## config.mk

```make
export PLATFORM = sky130hd
export DESIGN_NAME = jump_physics_flat
export DESIGN_NICKNAME = d
export VERILOG_FILES = /design/src/rtl/jump_pkg.sv /design/src/rtl/jump_physics_if.sv /design/src/rtl/jump_surface_sel.sv /design/src/rtl/jump_physics.sv /design/src/flat_wrapper.sv
export SDC_FILE = /design/constraint.sdc
export NUM_CORES = 1
export LEC_CHECK = 0
export BUFFER_PORTS_ARGS = -buffer_cell sky130_fd_sc_hd__buf_2
export CORE_UTILIZATION = 55
export DETAILED_ROUTE_END_ITERATION = 12
export PLACE_DENSITY = 0.88
export SYNTH_ARGS = -nofsm -noshare
export SYNTH_HDL_FRONTEND = slang
export SYNTH_SLANG_ARGS = --single-unit
```

## constraint.sdc

```tcl
create_clock -name frame_clk -period 10.9 [get_ports frame_clk]
set_input_delay 1.09 -clock frame_clk [delete_from_list [all_inputs] [get_ports frame_clk]]
set_output_delay 1.09 -clock frame_clk [all_outputs]
set_load 0.05 [all_outputs]
```

## src/rtl/jump_pkg.sv

```systemverilog
// Shared types and default constants for the jump physics block.
// Default physics: launch speed 6, gravity 1 per tick, terminal fall
// speed 8, floor at y=368 (y grows downward).
package jump_pkg;

   typedef enum logic [1:0] {
      GROUND = 2'd0,
      RISE   = 2'd1,
      FALL   = 2'd2
   } jump_state_t;

   localparam int JP_W      = 10;
   localparam int JP_N_PLAT = 2;
   localparam int JP_DIV    = 3;
   localparam int JP_V0     = 6;
   localparam int JP_G      = 1;
   localparam int JP_VMAX   = 8;
   localparam int JP_GND_Y  = 368;

endpackage

```

## src/rtl/jump_physics_if.sv

```systemverilog
// Signal bundle between the game logic (master) and the jump physics
// block (slave).
//
// Handshake: step_valid is a one-cycle valid with no ready. The consumer
// must add dy to its sprite y in the same cycle step_valid is high; dy is
// zero whenever step_valid is low. landed is a one-cycle pulse that only
// ever coincides with step_valid. state_dbg/vel_dbg mirror internal state.
interface jump_physics_if #(
   parameter int W      = jump_pkg::JP_W,
   parameter int N_PLAT = jump_pkg::JP_N_PLAT
);
   import jump_pkg::*;

   logic                           jump_req;
   logic [W-1:0]                   sprite_x;
   logic [W-1:0]                   sprite_y;
   logic [N_PLAT-1:0][W-1:0]       plat_x0;
   logic [N_PLAT-1:0][W-1:0]       plat_x1;
   logic [N_PLAT-1:0][W-1:0]       plat_y;
   logic signed [W-1:0]            dy;
   logic                           step_valid;
   logic                           on_gnd;
   logic                           landed;
   jump_state_t                    state_dbg;
   logic signed [W-1:0]            vel_dbg;

   modport master (
      output jump_req, sprite_x, sprite_y, plat_x0, plat_x1, plat_y,
      input  dy, step_valid, on_gnd, landed, state_dbg, vel_dbg
   );

   modport slave (
      input  jump_req, sprite_x, sprite_y, plat_x0, plat_x1, plat_y,
      output dy, step_valid, on_gnd, landed, state_dbg, vel_dbg
   );

endinterface

```

## src/rtl/jump_surface_sel.sv

```systemverilog
// Combinational surface logic: decides whether the sprite is standing on
// something, and which surface (floor or in-span platform) it would cross
// while moving down by vel_next. The smallest crossed y wins; on equal y
// the floor, then the lowest platform index, is kept.
module jump_surface_sel #(
   parameter int W      = 10,
   parameter int N_PLAT = 2,
   parameter int GND_Y  = 368
) (
   input  logic [W-1:0]             sprite_x,
   input  logic [W-1:0]             sprite_y,
   input  logic [N_PLAT-1:0][W-1:0] plat_x0,
   input  logic [N_PLAT-1:0][W-1:0] plat_x1,
   input  logic [N_PLAT-1:0][W-1:0] plat_y,
   input  logic signed [W-1:0]      vel_next,
   output logic                     support,
   output logic                     land_hit,
   output logic [W-1:0]             land_s
);

   localparam logic [W-1:0] GND_U = W'(GND_Y);

   logic signed [W+1:0] lo_s;
   logic signed [W+1:0] hi_s;
   logic [N_PLAT-1:0]   in_span;

   // Surface s is crossed when sprite_y <= s <= sprite_y + vel_next
   function automatic logic crossed(input logic [W-1:0] s,
                                    input logic signed [W+1:0] lo,
                                    input logic signed [W+1:0] hi);
      logic signed [W+1:0] s_s;
      s_s = $signed({2'b00, s});
      return (s_s >= lo) && (s_s <= hi);
   endfunction

   // Support test and smallest-crossed-surface search
   always_comb begin
      lo_s     = $signed({2'b00, sprite_y});
      hi_s     = lo_s + $signed({{2{vel_next[W-1]}}, vel_next});
      in_span  = '0;
      support  = (sprite_y == GND_U);
      land_hit = crossed(GND_U, lo_s, hi_s);
      land_s   = land_hit ? GND_U : '0;
      for (int i = 0; i < N_PLAT; i++) begin
         in_span[i] = (plat_x0[i] <= sprite_x) && (sprite_x <= plat_x1[i]);
         if (in_span[i] && (sprite_y == plat_y[i])) begin
            support = 1'b1;
         end
         if (in_span[i] && crossed(plat_y[i], lo_s, hi_s) &&
             (!land_hit || (plat_y[i] < land_s))) begin
            land_hit = 1'b1;
            land_s   = plat_y[i];
         end
      end
   end

endmodule

```

## src/rtl/jump_physics.sv

```systemverilog
// Jump physics for a platformer sprite. Every DIV frame_clk cycles a
// physics tick advances a GROUND/RISE/FALL machine and emits one y step
// (dy) one cycle later. Optional feature: define JUMP_DOUBLE_EN to allow
// one extra jump while airborne.
module jump_physics
   import jump_pkg::*;
#(
   parameter int W      = JP_W,
   parameter int N_PLAT = JP_N_PLAT,
   parameter int DIV    = JP_DIV,
   parameter int V0     = JP_V0,
   parameter int G      = JP_G,
   parameter int VMAX   = JP_VMAX,
   parameter int GND_Y  = JP_GND_Y
) (
   input  logic          frame_clk,
   input  logic          Reset_n,
   jump_physics_if.slave bus
);

   localparam int DW = (DIV > 1) ? $clog2(DIV) : 1;
   localparam logic [DW-1:0]       DIV_LAST = DW'(DIV - 1);
   localparam logic signed [W-1:0] V0_S     = W'(V0);
   localparam logic signed [W-1:0] G_S      = W'(G);
   localparam logic signed [W-1:0] VMAX_S   = W'(VMAX);
   localparam logic [W-1:0]        GND_U    = W'(GND_Y);

   logic [DW-1:0]       div_q, div_d;
   logic                tick;
   logic                jump_prev_q, jump_prev_d;
   logic                pending_q, pending_d;
   logic                jump_edge, jump_now, dbl_ok;
   jump_state_t         state_q, state_d;
   logic signed [W-1:0] vel_q, vel_d;
   logic signed [W-1:0] vel_inc, vel_fall;
   logic signed [W-1:0] dy_q, dy_d;
   logic                step_q, step_d;
   logic                landed_q, landed_d;
   logic                air_q, air_d;
   logic                support, land_hit;
   logic [W-1:0]        land_s;

   // Tick divider: counts 0..DIV-1, tick on the last count
   always_comb begin
      tick  = (div_q == DIV_LAST);
      div_d = tick ? '0 : div_q + 1'b1;
   end

   // Rising-edge detect on jump_req; the edge is held until a tick uses it
   always_comb begin
      jump_edge   = bus.jump_req & ~jump_prev_q;
      jump_prev_d = bus.jump_req;
      jump_now    = pending_q | jump_edge;
   end

`ifdef JUMP_DOUBLE_EN
   assign dbl_ok = jump_now & ~air_q;
`else
   assign dbl_ok = 1'b0;
`endif

   // Velocity candidates: plain gravity and gravity clamped to terminal speed
   always_comb begin
      vel_inc  = vel_q + G_S;
      vel_fall = (vel_inc > VMAX_S) ? VMAX_S : vel_inc;
   end

   jump_surface_sel #(
      .W      (W),
      .N_PLAT (N_PLAT),
      .GND_Y  (GND_Y)
   ) u_surface_sel (
      .sprite_x (bus.sprite_x),
      .sprite_y (bus.sprite_y),
      .plat_x0  (bus.plat_x0),
      .plat_x1  (bus.plat_x1),
      .plat_y   (bus.plat_y),
      .vel_next (vel_fall),
      .support  (support),
      .land_hit (land_hit),
      .land_s   (land_s)
   );

   // Next-state, velocity and step computation, evaluated only on tick
   always_comb begin
      state_d   = state_q;
      vel_d     = vel_q;
      dy_d      = '0;
      step_d    = tick;
      landed_d  = 1'b0;
      air_d     = air_q;
      pending_d = jump_now;
      if (tick) begin
         pending_d = 1'b0;
         if (bus.sprite_y > GND_U) begin
            // Sunk below the floor: snap back up regardless of state
            state_d = GROUND;
            vel_d   = '0;
            dy_d    = GND_U - bus.sprite_y;
         end else begin
            case (state_q)
               GROUND: begin
                  if (jump_now) begin
                     state_d = RISE;
                     vel_d   = -V0_S;
                     dy_d    = -V0_S;
                  end else if (!support) begin
                     state_d = FALL;
                     vel_d   = '0;
                  end
               end
               RISE: begin
                  if (dbl_ok) begin
                     vel_d = -V0_S;
                     dy_d  = -V0_S;
                     air_d = 1'b1;
                  end else begin
                     vel_d = vel_inc;
                     dy_d  = vel_inc;
                     if (!vel_inc[W-1]) state_d = FALL;
                  end
               end
               FALL: begin
                  if (dbl_ok) begin
                     state_d = RISE;
                     vel_d   = -V0_S;
                     dy_d    = -V0_S;
                     air_d   = 1'b1;
                  end else if (land_hit) begin
                     state_d  = GROUND;
                     vel_d    = '0;
                     dy_d     = land_s - bus.sprite_y;
                     landed_d = 1'b1;
                  end else begin
                     vel_d = vel_fall;
                     dy_d  = vel_fall;
                  end
               end
               default: begin
                  state_d = GROUND;
                  vel_d   = '0;
               end
            endcase
         end
         if (state_d == GROUND) air_d = 1'b0;
      end
   end

   // State and output registers
   always_ff @(posedge frame_clk or negedge Reset_n) begin
      if (!Reset_n) begin
         div_q       <= '0;
         jump_prev_q <= 1'b0;
         pending_q   <= 1'b0;
         state_q     <= GROUND;
         vel_q       <= '0;
         dy_q        <= '0;
         step_q      <= 1'b0;
         landed_q    <= 1'b0;
         air_q       <= 1'b0;
      end else begin
         div_q       <= div_d;
         jump_prev_q <= jump_prev_d;
         pending_q   <= pending_d;
         state_q     <= state_d;
         vel_q       <= vel_d;
         dy_q        <= dy_d;
         step_q      <= step_d;
         landed_q    <= landed_d;
         air_q       <= air_d;
      end
   end

   assign bus.dy         = dy_q;
   assign bus.step_valid = step_q;
   assign bus.landed     = landed_q;
   assign bus.on_gnd     = (state_q == GROUND);
   assign bus.state_dbg  = state_q;
   assign bus.vel_dbg    = vel_q;

endmodule

```

## src/flat_wrapper.sv

```systemverilog
// flat-port wrapper written by rule: the top's interface ports become plain ports
module jump_physics_flat import jump_pkg::*;
#(
   parameter int W      = JP_W,
   parameter int N_PLAT = JP_N_PLAT,
   parameter int DIV    = JP_DIV,
   parameter int V0     = JP_V0,
   parameter int G      = JP_G,
   parameter int VMAX   = JP_VMAX,
   parameter int GND_Y  = JP_GND_Y
)
  (frame_clk, Reset_n, bus_jump_req, bus_sprite_x, bus_sprite_y, bus_plat_x0, bus_plat_x1, bus_plat_y, bus_dy, bus_step_valid, bus_on_gnd, bus_landed, bus_state_dbg, bus_vel_dbg);
  jump_physics_if #(.W(W), .N_PLAT(N_PLAT)) bus_i ();
  input  logic frame_clk;
  input  logic Reset_n;
  input wire logic [$bits(bus_i.jump_req)-1:0] bus_jump_req;
  input wire logic [$bits(bus_i.sprite_x)-1:0] bus_sprite_x;
  input wire logic [$bits(bus_i.sprite_y)-1:0] bus_sprite_y;
  input wire logic [$bits(bus_i.plat_x0)-1:0] bus_plat_x0;
  input wire logic [$bits(bus_i.plat_x1)-1:0] bus_plat_x1;
  input wire logic [$bits(bus_i.plat_y)-1:0] bus_plat_y;
  output wire logic [$bits(bus_i.dy)-1:0] bus_dy;
  output wire logic [$bits(bus_i.step_valid)-1:0] bus_step_valid;
  output wire logic [$bits(bus_i.on_gnd)-1:0] bus_on_gnd;
  output wire logic [$bits(bus_i.landed)-1:0] bus_landed;
  output wire logic [$bits(bus_i.state_dbg)-1:0] bus_state_dbg;
  output wire logic [$bits(bus_i.vel_dbg)-1:0] bus_vel_dbg;
  assign bus_i.jump_req = bus_jump_req;
  assign bus_i.sprite_x = bus_sprite_x;
  assign bus_i.sprite_y = bus_sprite_y;
  assign bus_i.plat_x0 = bus_plat_x0;
  assign bus_i.plat_x1 = bus_plat_x1;
  assign bus_i.plat_y = bus_plat_y;
  assign bus_dy = bus_i.dy;
  assign bus_step_valid = bus_i.step_valid;
  assign bus_on_gnd = bus_i.on_gnd;
  assign bus_landed = bus_i.landed;
  assign bus_state_dbg = bus_i.state_dbg;
  assign bus_vel_dbg = bus_i.vel_dbg;
  jump_physics #(.W(W), .N_PLAT(N_PLAT), .DIV(DIV), .V0(V0), .G(G), .VMAX(VMAX), .GND_Y(GND_Y)) u_core (.frame_clk(frame_clk), .Reset_n(Reset_n), .bus(bus_i));
endmodule
```

* Word-level counts from Yosys, hierarchy flattened
Index checks and enable logic that the tools add are counted.
Word-level totals: input bits 83, flip-flop bits (word level) 28, word-level logic and storage cells 87
Operators by class: equality and inequality tests 9, muxes and demuxes 30, reduce and logical (&&, ||, !) cells 18, $add $sub $neg 5, bitwise gates (word level) 3, $lt $le $gt $ge 14
Operators by type and width (number):
- $mux W10 | 11
- $pmux W10 S3 | 2
- $le A10 B10 Y1 | 4
- $le A11 B12 Y1 | 2
- $eq A10 B10 Y1 | 2
- $ge A10 B10 Y1 | 2
- $add A11 B10 Y12 | 1
- $le A10 B12 Y1 const A | 1
- $mux W2 | 6
- $logic_and A1 B1 Y1 | 11
- $add A10 B2 Y10 const B | 1
- $eq A10 B9 Y1 const B | 1
- $ge A9 B10 Y1 const A | 1
- $gt A10 B5 Y1 const B | 1
- $gt A10 B9 Y1 const B | 1
- $lt A10 B10 Y1 | 1
- $lt A10 B9 Y1 | 1
- $sub A10 B10 Y10 | 1
- $sub A9 B10 Y10 const A | 1
- $mux W1 | 9
- $mux W9 | 1
- $pmux W2 S3 | 1
- $eq A2 B2 Y1 const B | 2
- $ne A4 B3 Y1 const B | 1
- other kinds (12) | 14

* Depth between registers and ports, before layout
Gate-level depths: netlist (run 1).
depth after elaboration 20, depth in mapped cells 49, mapped depth without buffers 48

* Modules after synthesis
A second synthesis (run 1) with hierarchy kept.
Unflattened totals: cells, all modules 658, area, all modules 5201.2 sq um
By module, submodules not included:
- jump_surface_sel | area each 2960.3 sq um, cells each 389, instances 1
- jump_physics | area each 2240.9 sq um, cells each 269, instances 1

* Least setup slack after synthesis (run 1)
OpenSTA, ideal clock, no wires.
path kind reg-to-reg, start point register u_core.vel_q[0] (netlist: u_core.bus.vel_dbg[0]), end point register u_core.dy_q[8] (netlist: u_core.bus.dy[8]), period minus slack after synthesis 9200 ps, path slack 1700 ps, arrival time 9096 ps, library setup time 104 ps, stages on the path, launching flop included 49, cells stage by stage dfrtp_1 ha_1 nand2_1 or3_1 xnor2_1 and3_1 a31oi_1 nor2_1 ha_1 inv_1 fa_1 and2b_1 o221ai_1 a2111oi_1 nor3_2 or2_2 nor3_1 or2_2 [... 13 more ...] nand2_1 a21o_1 a21o_1 buf_6 a31oi_1 ha_1 inv_1 fa_1 a21oi_1 nor2_1 nor2_1 o21ai_0 a21oi_1 o21bai_1 a21oi_1 xnor2_1 nand2_1 a221oi_1
On the way: cells in the longest elaborated chain, start to end 20
RTL lines:
- from (decl) | RTL line jump_physics.sv:34 | logic signed [W-1:0] vel_q, vel_d;
- from (signal assigned) | RTL line jump_physics.sv:166 | vel_q <= vel_d;
- $add A10 B2 Y10 * | RTL line jump_physics.sv:64 | vel_inc = vel_q + G_S;
- $gt A10 B5 Y1 | RTL line jump_physics.sv:65 | vel_fall = (vel_inc > VMAX_S) ? VMAX_S : vel_inc;
- $mux W10 | RTL line jump_physics.sv:65
- $add A11 B10 Y12 | RTL line jump_surface_sel.sv:39 | hi_s = lo_s + $signed({{2{vel_next[W-1]}}, vel_next});
- $le A10 B12 Y1 | RTL line jump_surface_sel.sv:33 | return (s_s >= lo) && (s_s <= hi);
- $logic_and A1 B1 Y1 | RTL line jump_surface_sel.sv:33
- $mux W9 | RTL line jump_surface_sel.sv:43 | land_s = land_hit ? GND_U : '0;
- $lt A10 B9 Y1 | RTL line jump_surface_sel.sv:50 | (!land_hit || (plat_y[i] < land_s))) begin
- [... 5 more ...]
- $logic_and A1 B1 Y1 | RTL line jump_surface_sel.sv:49 | if (in_span[i] && crossed(plat_y[i], lo_s, hi_s) &&
- $mux W10 | RTL line jump_surface_sel.sv:49
- $sub A10 B10 Y10 | RTL line jump_physics.sv:132 | dy_d = land_s - bus.sprite_y;
- $mux W10 | RTL line jump_physics.sv:129 | end else if (land_hit) begin
- $pmux W10 S3 * | RTL line jump_physics.sv:101 | case (state_q)
- $mux W10 * | RTL line jump_physics.sv:95 | if (bus.sprite_y > GND_U) begin
- $mux W10 * | RTL line jump_physics.sv:93 | if (tick) begin
- named net u_core.dy_d[8] | RTL line jump_physics.sv:36 | logic signed [W-1:0] dy_q, dy_d;
- to (signal assigned) | RTL line jump_physics.sv:167 | dy_q <= dy_d;
- to (decl) | RTL line jump_physics.sv:36
Mark *: on every way through the listed nets, which the timed path passes. The rest lies on a longest branch. A chain may end at the register's enable or synchronous reset.

* Final worst setup path (run 1)
start point register u_core.vel_q[0] (netlist: u_core.bus.vel_dbg[0]), end point register u_core.dy_q[9] (netlist: u_core.bus.dy[9])
The elaborated chain is that of the path after synthesis.

==> impl_metrics.csv, run 1 <==
group,metric,value,unit
floorplan,num_rows,35,
clocking,path_clk_slew,0.10,ns
global_route,grt_pass1_vias,5557,
final_layout,drive_gt1_share,16.9,%
global_route,track_usage,33.9,%
synth,synth_warnings,0,
synth,synth_area_leaders,"ha_1 (27%), dfrtp_1 (13%), inv_1 (5.1%)",
floorplan,io_pins,108,
clocking,cts_tree,"done",
place,numPortBuffers,107,
power,ir_worst_vdd,0.0639,mV
final_layout,postLayoutCellArea,6080,sq um
timing,worst_slew_pin_slew,0.662,ns
worst_setup_path,worst-path-max-fanout,9,
worst_setup_path,crit_slowest_cell,"dfrtp_1",
clocking,cts_buffers,3,
synth,synth_nets,893,
synth,synthCells,693,
timing,slew_violations,0,
global_route,grt_overflow,0,
drt,drt-pass1-iter-count,5,
drt,drt-initial-drc-count,360,
synth,synth_most_common_cell,"ha_1",
floorplan,core_area,9370,sq um
timing,setup_viol,0,
timing,clock_skew,0.0155,ns
final_layout,regArea,701,sq um
global_route,grt_pass1_wl,27.4,mm
global_route,grt_max_degree,29,
timing,timing.fmax,0.0969,GHz
worst_setup_path,worstPathRequired,11.11,ns
floorplan,die_w,101,um
clocking,clock_sink_count,28,
place,place_hpwl,14.3,mm
timing,hold_viol_final,0,
synth,yosysUniqueCellTypes,73,
floorplan,die_height,101,um
timing,finalSetupTns,0,ns
synth,synthFlopType,"dfrtp_1",
worst_setup_path,worstSetupEndpointType,"flip-flop",
synth,yosysTopAreaCell,"ha_1",
drt,vias_per_cell,6.38,
flow_run,max-cap-violations,0,
synth,synth-seq-area-share,13.0,%
final_layout,n_antenna_cell,0,
floorplan,die-area,10200,sq um
drt,ant_nets,0,
timing,fin_crit,10.32,ns
timing,maxSlewHeadroom,55.9,%
clocking,cts-root-buf,"clkbuf_8",
synth,ys_ff_latch,28,
place,place.gp.congestion,1.06,
final_layout,multi_input_area,4360,sq um
synth,synth_edf_count,0,
power,leakagePower,3.13,nW
synth,postSynth.asyncResetShare,100,%
drt,routed_wl,17.0,mm
synth,synthTopCellsByCount,"ha_1 (115), inv_1 (74), nand2_1 (54)",
floorplan,initial_core_util,57.7,%
drt,drt-wirelength-per-cell,18.7,um
synth,synth_area,5410,sq um
final_layout,area_delta_synth_final,12.5,%
power,power.density,88.4,nW/um^2
place,dpl_cell_area,6000,sq um
clocking,h-tree-depth,1,
synth,syn_area_per_cell,7.80,sq um
worst_setup_path,worstSetupStartpointType,"flip-flop",
drt,drc,0,
worst_setup_path,max_stage_delay,0.53,ns
global_route,antenna_found_initial,0,
clocking,clk-insertion-delay-late,0.28,ns
final_layout,nets,983,
drt,num_vias,5805,
timing,finalCritPeriodShare,94.7,%
worst_setup_path,arrival,10.52,ns
worst_setup_path,crit_type,"flip-flop to flip-flop",
synth,synth_top_area_share,26.6,%
clocking,clock_path_buffers,2,
outcome,status,"complete, no violations",
min_path,hold_path.class,"flip-flop to flip-flop",
final_layout,nFillCells,823,
[logic make-up after synthesis]
group                    count (synthesis)  share of synthesized area, %
flip-flops                              28                          13.0
XOR/XNOR                                25                          4.19
multiplexers                            10                          1.85
AND/OR/NAND/NOR                        218                          21.2
adder cells (fa/ha/maj)                117                          27.4
AO/OA/AOI/OAI                          199                          25.3
buffers and inverters                   96                          7.11
[placed cells by master (no fill, tap or decap), drive strengths merged, types with 9 or more instances in the layout]
cell      n
nand3    23
a21oi    48
nor3     13
nand2b   10
nand4    19
nor2b    15
inv      74
buf     107
mux2i    10
o21a     10
nand2    54
o21ai    35
ha      115
dfrtp    28
a21o     24
nor2     35
o211ai   12
and3      9
xnor2    17
[through the flow]
| step | setup slack, ns | hold slack (ns) | cells | power, mW | utilization (%) |
|---|---|---|---|---|---|
| 5_1_grt | -0.0434 | 0.463 | 910 | 0.578 | 64.9 |
| 4_1_cts | 0.231 | 0.441 | 910 | 0.524 | 64.4 |
| 3_3_place_gp | 0.807 | 0.422 | 907 | 0.451 | 64.0 |
| 2_1_floorplan | 1.70 | 0.409 | 693 | 0.368 | - |
| 3_5_place_dp | 0.365 | 0.430 | 907 | 0.468 | 64.0 |
| 6_report | 0.583 | 0.440 | 910 | 0.537 | 64.9 |
[area by class of cell]
class	count	share of cell area, %
clock buffers	3	0.679
inverters	74	4.57
multi-input cells	569	71.8
flip-flops and latches	28	11.5
well taps	129	2.65
repair buffers	107	8.81
[worst max-delay path, delay by kind of cell, from the launching register on]
kind	cells	cell delay (ns)
compound gates	20	4.23
simple gates	15	2.76
fa+ha+maj	6	1.75
mux	2	0.58
flops	1	0.53
xor+xnor	1	0.32
buf+inv	1	0.06
[final timing paths]
| path | start | end | slack (ns) | cells past startpoint |
|---|---|---|---|---|
| min in group asynchronous | Reset_n | u_core.bus.vel_dbg[2] | 0.81 | 1 |
| worst max-delay path | u_core.bus.vel_dbg[0] | u_core.bus.dy[9] | 0.58 | 45 |
| max in group asynchronous | Reset_n | u_core.div_q[1] | 9.67 | 1 |
| worst min-delay path | u_core.div_q[0] | u_core.div_q[0] | 0.44 | 1 |
| worst min register to register | u_core.div_q[0] | u_core.div_q[0] | 0.44 | 1 |
| worst max register to register | u_core.bus.vel_dbg[0] | u_core.bus.dy[9] | 0.58 | 45 |
[registers in the layout, indices dropped and copies added (netlist names)]
signal                 flops
u_core.bus.vel_dbg        10
u_core.bus.dy             10
u_core.div_q               2
u_core.bus.step_valid      1
u_core.pending_q           1
u_core.bus.landed          1
u_core.jump_prev_q         1
u_core.bus.state_dbg       2
[power by group]
group          internal (mW)  switching, mW  leakage, nW
clock network         0.0249         0.0307       0.0216
logic                  0.141          0.224         2.73
registers              0.108        0.00865        0.377
total                  0.274          0.264         3.13
[per-layer routing]
layer | vias to the layer above | GRT usage, % | wire length [um]
li1 | 2754 | - | -
met1 | 2707 | 46.0 | 7480
met2 | 302 | 55.9 | 7770
met3 | 42 | 4.42 | 1380
met4 | 0 | 10.5 | 404
met5 | - | 0 | 0
[repair_timing]
action,in CTS,in global routing
gates resized for setup,0,9
hold buffers,0,0
setup buffers,0,0
endpoints found under the setup margin,0,5
Power figures use the tool's default switching activity.
==> inputs of run 2 (changes only) <==
SYNTH_HIERARCHICAL = 1   (was unset)
==> impl_metrics.csv, run 2 <==
group,metric,value,unit
drt,drt-wirelength-per-cell,18.0,um
place,numPortBuffers,107,
clocking,path_clk_slew,0.09,ns
final_layout,nFillCells,789,
final_layout,layout_common_cells,"ha_1 (113), buf_2 (107), inv_1 (69)",
clocking,clk-insertion-delay-late,0.28,ns
power,power.density,91.9,nW/um^2
drt,drt-initial-drc-count,508,
floorplan,core_area,9200,sq um
synth,ys_ff_latch,28,
clocking,clock_sink_count,28,
floorplan,num_rows,35,
synth,synth_warnings,6,
worst_setup_path,arrival,10.12,ns
worst_setup_path,crit_type,"flip-flop to flip-flop",
final_layout,n_antenna_cell,0,
synth,synth_area,5200,sq um
outcome,status,"complete, no violations",
synth,synth_most_common_cell,"ha_1",
timing,rsz0062_at_grt,"false",
timing,finalSetupTns,0,ns
min_path,min_from,"u_core/div_q[0]",
drt,ant_nets,0,
floorplan,die_height,99.2,um
floorplan,die-area,9850,sq um
synth,postSynth.asyncResetShare,100,%
synth,synthTopCellsByCount,"ha_1 (113), inv_1 (69), nand2_1 (52)",
worst_setup_path,max_stage_delay,0.80,ns
timing,finalCritPeriodShare,91.6,%
synth,synth-seq-area-share,13.5,%
drt,vias_per_cell,6.49,
worst_setup_path,rr_startpoint,"u_core/bus.vel_dbg[0]",
worst_setup_path,worstPathRequired,11.04,ns
final_layout,layout_commonest_cell,"ha_1",
global_route,grt_pass1_wl,24.8,mm
worst_setup_path,worstSetupEndpointType,"flip-flop",
synth,synthCells,658,
floorplan,io_pins,108,
final_layout,area_delta_synth_final,13.2,%
drt,drc,0,
place,place.gp.congestion,1.04,
global_route,grt_overflow,0,
clocking,cts_tree,"done",
min_path,hold_path.class,"flip-flop to flip-flop",
drt,num_vias,5652,
synth,synth_top_area_share,27.2,%
final_layout,final_util,64.0,%
synth,synth_edf_count,0,
final_layout,drive_gt1_share,18.6,%
clocking,cts_buffers,3,
timing,timing.fmax,0.100,GHz
clocking,cts-root-buf,"clkbuf_8",
worst_setup_path,worstSetupStartpointType,"flip-flop",
timing,hold_viol_final,0,
synth,synth_nets,856,
worst_setup_path,crit_slowest_cell,"a311oi_2",
global_route,antenna_found_initial,0,
final_layout,nets,959,
clocking,cts_hold_buf,0,
synth,syn_area_per_cell,7.90,sq um
floorplan,die_w,99.2,um
flow_run,max-cap-violations,0,
power,ir_worst_vdd,0.0785,mV
timing,maxSlewHeadroom,41.0,%
synth,synth_area_leaders,"ha_1 (27%), dfrtp_1 (13%), inv_1 (5.0%)",
clocking,cts-resized-gates,0,
place,place_hpwl,13.1,mm
clocking,clock_path_buffers,2,
synth,yosysTopAreaCell,"ha_1",
floorplan,initial_core_util,56.6,%
timing,setup_viol,0,
place,dpl_cell_area,5820,sq um
synth,synthFlopType,"dfrtp_1",
worst_setup_path,worst-path-max-fanout,12,
global_route,grt_pass1_vias,5324,
timing,clock_skew,0.00250,ns
global_route,grt_max_degree,29,
timing,worst_slew_pin_slew,0.885,ns
timing,slew_violations,0,
synth,yosysUniqueCellTypes,70,
drt,drt-pass1-iter-count,5,
clocking,cts_setup_buffers,0,
power,leakagePower,3.02,nW
drt,routed_wl,15.7,mm
clocking,h-tree-depth,1,
global_route,track_usage,30.9,%
worst_setup_path,startpoint,"u_core/bus.vel_dbg[0]",
timing,fin_crit,9.98,ns
final_layout,postLayoutCellArea,5890,sq um
run 2: cell families after synthesis:
| family | after synthesis | share of synthesized area, % |
|---|---|---|
| muxes | 5 | 0.962 |
| DFF | 28 | 13.5 |
| xor gates and xnor gates | 29 | 5.17 |
| buffers and inverters | 79 | 6.18 |
| AOI/OAI and AO/OA | 193 | 25.6 |
| and+or+nand+nor | 209 | 20.7 |
| adders and majority gates | 115 | 28.0 |
run 2: per-stage QoR:
step / instances / setup WS (ns) / power, mW / hold slack (ns)
global placement: 867 / 1.60 / 0.438 / 0.413
floorplan: 658 / 1.99 / 0.357 / 0.402
detailed placement: 867 / 1.19 / 0.453 / 0.420
global route: 871 / 0.161 / 0.583 / 0.460
CTS: 871 / 1.10 / 0.537 / 0.434
finish: 871 / 0.920 / 0.541 / 0.434
run 2: layout make-up:
type	instances	area (sq um)	share of cell area, %
multi-input combinational	551	4180	71.0
sequential	28	701	11.9
timing repair buffer	107	536	9.09
inverter	70	263	4.46
tap	111	139	2.36
clock buffer	3	41.3	0.701
clock inverter	1	30.0	0.510
run 2: power breakdown:
part / internal, mW / switching, mW
registers: 0.108 / 0.0107
clock network: 0.0492 / 0.0324
logic: 0.132 / 0.209
total: 0.290 / 0.252
run 2: final timing paths:
| path | end | slack, ns | cells after the start |
|---|---|---|---|
| max | u_core/bus.dy[8] | 0.92 | 40 |
| min | u_core/div_q[0] | 0.43 | 1 |
| max reg2reg | u_core/bus.dy[8] | 0.92 | 40 |
| min reg2reg | u_core/div_q[0] | 0.43 | 1 |
| max in group asynchronous | u_core/bus.state_dbg[1] | 9.67 | 1 |
| min in group asynchronous | u_core/bus.state_dbg[0] | 0.82 | 1 |
run 2: layer usage:
| metal | share of wire [%] | track usage (%) | up-vias | wire length, um |
|---|---|---|---|---|
| met5 | 0 | 0 | - | 0 |
| met4 | 3.7 | 12.9 | 0 | 582 |
| met3 | 11 | 4.22 | 57 | 1670 |
| met2 | 46 | 54.1 | 373 | 7190 |
| met1 | 40 | 38.2 | 2593 | 6220 |
| li1 | - | - | 2629 | - |
run 2: worst max-delay path, delay by kind of cell, from the launching register on:
| family | cells | cell delay (ns) |
|---|---|---|
| adder cells (fa/ha/maj) | 6 | 1.71 |
| XOR/XNOR | 2 | 0.38 |
| buffers and inverters | 3 | 0.29 |
| AO/OA/AOI/OAI | 21 | 5.29 |
| AND/OR/NAND/NOR | 8 | 1.64 |
| flip-flops | 1 | 0.54 |
==> inputs of run 3 (changes only) <==
CORE_UTILIZATION = 57   (was 55)
PLACE_DENSITY = 0.91   (was 0.88)
==> impl_metrics.csv, run 3 (synthesized netlist as in run 2, its figures left out) <==
group,metric,value,unit
floorplan,die-area,9510,sq um
worst_setup_path,max_stage_delay,0.85,ns
drt,num_vias,5654,
power,power.density,92.8,nW/um^2
power,leakagePower,3.02,nW
clocking,path_clk_slew,0.10,ns
clocking,h-tree-depth,1,
worst_setup_path,worst-path-max-fanout,12,
place,place_hpwl,13.3,mm
global_route,antenna_found_initial,0,
final_layout,drive_gt1_share,18.6,%
timing,timing.fmax,0.0997,GHz
final_layout,nets,959,
clocking,cts_hold_buf,0,
clocking,cts_setup_buffers,0,
worst_setup_path,worstSetupEndpointType,"flip-flop",
clocking,cts-resized-gates,0,
drt,ant_nets,0,
final_layout,postLayoutCellArea,5880,sq um
timing,worst_slack,0.865,ns
worst_setup_path,arrival,10.18,ns
final_layout,area_delta_synth_final,13.1,%
clocking,clk-insertion-delay-late,0.28,ns
floorplan,io_pins,108,
worst_setup_path,path_buf_inv,2,
final_layout,layout_commonest_cell,"ha_1",
floorplan,die_w,97.5,um
timing,setup_viol,0,
timing,fin_crit,10.03,ns
clocking,cts_buffers,3,
global_route,grt_overflow,0,
timing,slew_violations,0,
timing,worst_hold_slack,0.442,ns
global_route,grt_max_degree,29,
global_route,grt_pass1_vias,5442,
worst_setup_path,crit_slowest_cell,"a311oi_2",
drt,drt-initial-drc-count,527,
worst_setup_path,worstSetupStartpointType,"flip-flop",
worst_setup_path,crit_family,"compound AO/OA/AOI/OAI gates",
floorplan,core_area,8760,sq um
place,post-place-ws,1.16,ns
drt,routed_wl,15.8,mm
final_layout,layout_common_cells,"ha_1 (113), buf_2 (107), inv_1 (69)",
final_layout,n_antenna_cell,0,
clocking,cts_tree,"done",
floorplan,num_rows,34,
clocking,cts-root-buf,"clkbuf_8",
flow_run,max-cap-violations,0,
outcome,status,"complete, no violations",
place,dp_cells,864,
final_layout,final_util,67.1,%
power,ir_worst_vdd,0.0619,mV
clocking,clock_path_buffers,2,
drt,drc,0,
timing,clock_skew,0.00637,ns
drt,vias_per_cell,6.51,
global_route,track_usage,32.7,%
clocking,clock_sink_count,28,
timing,maxSlewHeadroom,36.1,%
final_layout,fin_cells,868,
worst_setup_path,worstPathRequired,11.04,ns
timing,finalSetupTns,0,ns
place,place.gp.congestion,1.04,
place,numPortBuffers,107,
min_path,hold_path.class,"flip-flop to flip-flop",
timing,rsz0062_at_grt,"false",
timing,worst_slew_pin_slew,0.959,ns
timing,finalCritPeriodShare,92.1,%
power,power.total,0.546,mW
drt,drt-pass1-iter-count,8,
worst_setup_path,crit_type,"flip-flop to flip-flop",
global_route,grt_pass1_wl,25.7,mm
floorplan,die_height,97.5,um
timing,hold_viol_final,0,
place,dpl_cell_area,5810,sq um
drt,drt-wirelength-per-cell,18.2,um
floorplan,initial_core_util,59.4,%
[run 3: cell counts in the layout (fill, tap and decap cells not counted)]
Identical to the previous run, type by type.
[run 3: report_power, final]
part / switching [mW] / internal, mW / leakage [nW] / total (mW)
clock: 0.0322 / 0.0492 / 0.0357 / 0.0813
combinational: 0.213 / 0.133 / 2.61 / 0.346
sequential: 0.0102 / 0.108 / 0.377 / 0.118
[run 3: metal layers]
metal	vias up	routed length [um]	GRT usage (%)
met5	-	0	0
met4	0	712	15.5
met3	80	1540	4.75
met2	375	7320	55.6
met1	2572	6270	40.5
li1	2627	-	-
[run 3: worst register-to-register path, delay by kind of cell (launching register included)]
family	cells	cell delay (ns)
flops	1	0.51
buf+inv	2	0.11
fa+ha+maj	6	1.74
simple gates	9	2.24
compound gates	24	5.18
xor+xnor	1	0.11
[run 3: final timing paths]
kind	from	end	slack, ns	cells past startpoint
worst max-delay path	u_core/bus.vel_dbg[0]	u_core/bus.dy[8]	0.87	42
worst min-delay path	u_core/div_q[0]	u_core/div_q[0]	0.44	1
worst max register to register	u_core/bus.vel_dbg[0]	u_core/bus.dy[8]	0.87	42
worst min register to register	u_core/div_q[0]	u_core/div_q[0]	0.44	1
max in group asynchronous	Reset_n	u_core/bus.state_dbg[1]	9.69	1
min in group asynchronous	Reset_n	u_core/bus.landed	0.81	1
[run 3: area by class of cell]
class / instances / area [sq um]
Fill cell: 736 / 2880
Multi-Input combinational cell: 551 / 4180
Clock buffer: 3 / 41.3
Sequential cell: 28 / 701
Tap cell: 108 / 135
Inverter: 70 / 263
Timing Repair Buffer: 107 / 536
Clock inverter: 1 / 30.0
